$ cat src/rtl/alu_arb_pkg.sv
// Shared constants and types for the ALU round-robin arbiter.
package alu_arb_pkg;

  localparam int NUM_REQ = 16;
  localparam int IDX_W   = 4;
  localparam int TIMEOUT = 255;

  typedef logic [IDX_W-1:0] idx_t;

  typedef enum logic {
    IDLE = 1'b0,
    BUSY = 1'b1
  } state_t;

  typedef struct packed {
    logic found;
    idx_t idx;
  } pick_t;

endpackage

$ cat src/rtl/arb_grant_decoder.sv
// 4-to-16 one-hot decoder with enable; output is all-zero when disabled.
module arb_grant_decoder
  import alu_arb_pkg::*;
(
  input  logic               i_en,
  input  idx_t               i_idx,
  output logic [NUM_REQ-1:0] o_onehot
);

  always_comb begin
    o_onehot = '0;
    if (i_en) o_onehot[i_idx] = 1'b1;
  end

endmodule

$ cat config.mk
export PLATFORM = sky130hd
export DESIGN_NAME = arb_grant_decoder
export DESIGN_NICKNAME = d
export VERILOG_FILES = /design/src/rtl/alu_arb_pkg.sv /design/src/rtl/arb_grant_decoder.sv
export SDC_FILE = /design/constraint.sdc
export NUM_CORES = 1
export LEC_CHECK = 0
export CORE_AREA = 2 2 39 41
export DETAILED_ROUTE_END_ITERATION = 7
export DIE_AREA = 0 0 41 43
export PLACE_DENSITY = 0.46
export SYNTH_ARGS = -nofsm -noshare
export SYNTH_HDL_FRONTEND = slang
export SYNTH_SLANG_ARGS = --single-unit
$ cat constraint.sdc
create_clock -name vclk -period 1
set_input_delay 0.2 -clock vclk [all_inputs]
set_output_delay 0.2 -clock vclk [all_outputs]
set_load 0.1 [all_outputs]
==> out/qor.yml, run 1 <==
vias: 303
clkPwrFrac: 0
internal-power_mw: 0.125
netlist-cell-type-count: 8
path_cells: "buf_6 > buf_6 > nand3b_1 > buf_6 > nor3_4 > buf_12"
yosys-top-cells-count: "nor2_1 (12), nor3_1 (3), nand2b_1 (2), nand3b_1 (2)"
die-area_mm2: 0.00176
utilization: 0.591
p_leak_nw: 0.308
holdBufCountCts: 0
yosysMostFrequentCell: "nor2_1"
synth_xor_area_frac: 0
overflow: 0
syn_to_final_growth_pct: 596
grt_max_degree: 5
seq_power_share: 0
p_per_area_mw_per_mm2: 362
status: "complete, but fails checks"
synth_nets: 28
crit_path_max_fanout: 3
synth_top_family_by_area: "simple AND/OR/NAND/NOR gates"
fillers: 112
coreArea_mm2: 0.00138
clockBufferCount: 0
drt-met1-wl_um: 297
place_congestion: 0.679
slew_headroom: 0.879
setup_ws_ns: -0.378
netlist_area_um2: 118
critPathMostFrequentCell: "buf_6"
p_switching_mw: 0.172
grt_pass1_vias: 279
yosys.area.top_type: "nor2_1"
grt_antenna_before_repair: 0
synthAdderAreaFrac: 0
drt-initial-drc-count: 3
yosys_warnings: 0
drv_slew: 0
cp-start-kind: "input port"
tightest_slew_ns: 0.181
die_h_um: 43
setup_violations: 16
critPathArrivalTime_ns: 1.18
finalPower_mw: 0.297
power_frac_comb: 1.000
sw_frac_of_total: 0.580
rsz0062_at_grt: "yes"
nets: 64
routed-wl-met3_um: 45
synthMuxAreaShare: 0
hp-class: "input port to output pin"
portBuffers: 21
ir_drop_mv: 0.190
synth-compound-area-share: 0
hold_path_startpoint: "i_idx[2]"
die_w_um: 41
drv_cap: 0
routed_wl_um: 839
synth_area_leaders: "nor2_1 (38%), nor3_1 (13%), nand3b_1 (13%)"
placed_cell_area_um2: 733
ant_nets: 0
holdPathEnd: "o_onehot[0]"
n_antenna_cell: 0
ios: 21
place_ws_ns: -0.769
numSequentialCells: 0
first_pass_iters: 3
critPathMaxStageDelay_ns: 0.21
netlist_instances: 23
violations: "setup timing"
post-dp-hpwl_um: 665
synth_top_area_frac: 0.383
cp_data_required_time_ns: 0.80
holdPathStages: 4
multi_input_area_um2: 283
drc: 0
finalHoldViolCount: 0
seq_area_frac_synth: 0
grt_usage: 0.106
final.period_utilization: 1.38
register_area_um2: 0
grt_first_pass_wirelength_mm: 1.34
syn_area_per_cell_um2: 5.11
route.top_layer_used: "met3"
synth-simple-area-share: 1.00
crit_type: "input port to output pin"
min_period_ns: 1.38
initial_core_util: 0.0850
num_rows: 14
max_freq_mhz: 726
via_per_inst: 4.15
wire_per_inst_um: 11.5
cp-end-kind: "output pin"
hold-worst-slack_ns: 0.846
wl_met2_um: 495
final_cell_area_um2: 818
drive_above_1_share: 0.965
slowest_stage: "nor3_4"
## per-stage QoR
step           setup TNS [ns]  instances
2_1_floorplan           -5.18         23
3_3_place_gp            -9.65         68
3_5_place_dp            -9.78         68
4_1_cts                 -4.00         74
5_1_grt                 -4.17         73
6_report                -3.68         73
## power groups by stage
stage          Clock (mW)  Sequential [mW]  Combinational, mW
4_1_cts                 0                0              0.298
5_1_grt                 0                0              0.308
3_3_place_gp            0                0              0.263
3_5_place_dp            0                0              0.265
2_1_floorplan           0                0              0.143
6_report                0                0              0.297
## final cells by class
type / count / share of cell area
Multi-Input combinational cell: 23 / 0.346
Tap cell: 16 / 0.0245
Timing Repair Buffer: 34 / 0.630
## critical path, delay by kind of cell
kind	cells	cell delay, ns
simple gates	2	0.41
buf+inv	4	0.56
## repair_timing
| action | 4_1_cts | 5_1_grt |
|---|---|---|
| setup buffers | 6 | 1 |
| endpoints found under the setup margin | 16 | 16 |
| pin swaps | 10 | 9 |
| resized for setup | 34 | 3 |
## layout by cell type, fill, tap and decap left out, types with 2 or more instances in the layout
cell type,Yosys,layout
buf_12,0,17
buf_2,0,2
buf_4,0,2
buf_6,0,12
nand2b_4,0,2
nand3b_1,2,2
nor2_4,0,12
nor3_4,0,4
## kinds of logic after synthesis
| group | after synthesis |
|---|---|
| simple gates | 23 |
## how the worst max path moves through the flow
stage / startpoint / to / slack [ns] / cells after the start
6_report: i_idx[3] / o_onehot[4] / -0.38 / 6
5_1_grt: i_idx[3] / o_onehot[4] / -0.41 / 6
4_1_cts: i_idx[3] / o_onehot[3] / -0.37 / 5
3_5_place_dp: i_idx[2] / o_onehot[0] / -0.77 / 4
3_3_place_gp: i_idx[2] / o_onehot[0] / -0.75 / 4
2_1_floorplan: i_idx[2] / o_onehot[0] / -0.61 / 2
## routing by layer
layer  GRT usage  vias up
li1            -      151
met1       0.170      144
met2       0.166        8
met3           0        0
met4           0        0
met5           0        -
Power figures use the tool's default switching activity.
==> inputs of run 2 (changes only) <==
- CELL_PAD_IN_SITES_DETAIL_PLACEMENT: not set -> 0
- CELL_PAD_IN_SITES_GLOBAL_PLACEMENT: not set -> 1
- PLACE_DENSITY: 0.46 -> 0.74
==> run 2 against run 1 <==
Net effect: the run still ends with setup timing left; via count shrank 5.6%; largest cell class unchanged; design area grew 2.0%; non-clock buffer count grew 1; die area is the same; worst setup slack gained 0.0021 ns; utilization grew 1.2 points; flip-flop and latch count is the same; critical path type unchanged.
==> out/qor.yml, run 2 (synthesized netlist as in run 1, its figures left out) <==
final_cell_mix: "buf_12 (17), buf_6 (13), nor2_4 (12)"
initial_core_util: 0.0850
overflow: 0
final_common_cell: "buf_12"
max_freq_mhz: 727
rsz0062_at_grt: "yes"
wire_per_inst_um: 9.80
numSequentialCells: 0
hp-class: "input port to output pin"
startpoint: "i_idx[3]"
status: "complete, but fails checks"
finalHoldViolCount: 0
violations: "setup timing"
grt_first_pass_wirelength_mm: 1.13
routed_wl_um: 725
ant_nets: 0
min_period_ns: 1.38
coreArea_mm2: 0.00138
portBuffers: 21
p_leak_nw: 0.316
final.period_utilization: 1.38
setup_tns_ns: -3.68
ios: 21
num_rows: 14
cp_data_required_time_ns: 0.80
drv_cap: 0
nets: 65
ir_drop_mv: 0.267
crit_path_end: "o_onehot[4]"
drv_slew: 0
post-dp-hpwl_um: 585
first_pass_iters: 1
cp-start-kind: "input port"
syn_to_final_growth_pct: 610
grt_antenna_before_repair: 0
holdPathStages: 4
finalPower_mw: 0.301
crit_type: "input port to output pin"
grt_max_degree: 5
fillers: 112
drt-initial-drc-count: 0
drive_above_1_share: 0.966
critPathArrivalTime_ns: 1.18
hold-worst-slack_ns: 0.786
p_per_area_mw_per_mm2: 360
setup_ws_ns: -0.376
vias: 286
grt_usage: 0.0871
setup_violations: 16
register_area_um2: 0
die_h_um: 43
place_ws_ns: -0.826
tightest_slew_ns: 0.193
crit_path_max_fanout: 3
die_w_um: 41
die-area_mm2: 0.00176
drc: 0
grt_pass1_vias: 275
cp-end-kind: "output pin"
hold_path_startpoint: "i_idx[1]"
via_per_inst: 3.86
place_congestion: 0.560
slew_headroom: 0.871
n_antenna_cell: 0
clockBufferCount: 0
[run 2: cell types whose count changed in the layout (fill, tap and decap cells not counted)]
cell,before,now
buf_6,12,13
buf_4,2,4
buf_2,2,0
[run 2: timing repair]
action | 4_1_cts | 5_1_grt
pin swaps | 13 | 12
cloned | 0 | 0
endpoints found under the setup margin | 16 | 16
buffers inserted | 1 | 5
hold buffers | 0 | 0
gates resized for setup | 34 | 4
[run 2: area by class of cell]
| cell class | instances | area (um^2) | share of cell area |
|---|---|---|---|
| timing repair buffer | 35 | 532 | 0.637 |
| tap | 16 | 20.0 | 0.0240 |
| multi-input combinational | 23 | 283 | 0.339 |
[run 2: through the flow]
step            util  instances  instance area, um^2
6_report       0.603         74                  835
5_1_grt        0.603         74                  835
4_1_cts        0.569         71                  787
3_5_place_dp   0.541         70                  748
3_3_place_gp   0.541         70                  748
2_1_floorplan      -         23                  283
[run 2: worst max-delay path, cell delays in order]
cell,delay [ns]
buf_8,0.09
buf_6,0.10
nand3b_1,0.20
buf_6,0.16
nor3_4,0.22
buf_12,0.20
[run 2: worst min-delay path by stage]
stage,to,slack [ns]
after floorplan,o_onehot[12],0.51
after global placement,o_onehot[0],1.23
after detailed placement,o_onehot[0],1.24
after CTS,o_onehot[0],0.80
after global routing,o_onehot[0],0.80
final,o_onehot[0],0.79
[run 2: metal layers]
layer  global-route usage  vias up  share of wire
met1                0.137      121           0.39
met4                    0        0              0
met5                    0        -              0
met3               0.0314        0           0.14
met2                0.119       16           0.48
li1                     -      149              -
[run 2: report_power, final]
| group | internal, mW | total, mW | switching, mW |
|---|---|---|---|
| registers | 0 | 0 | 0 |
| logic | 0.131 | 0.301 | 0.170 |
| clock network | 0 | 0 | 0 |
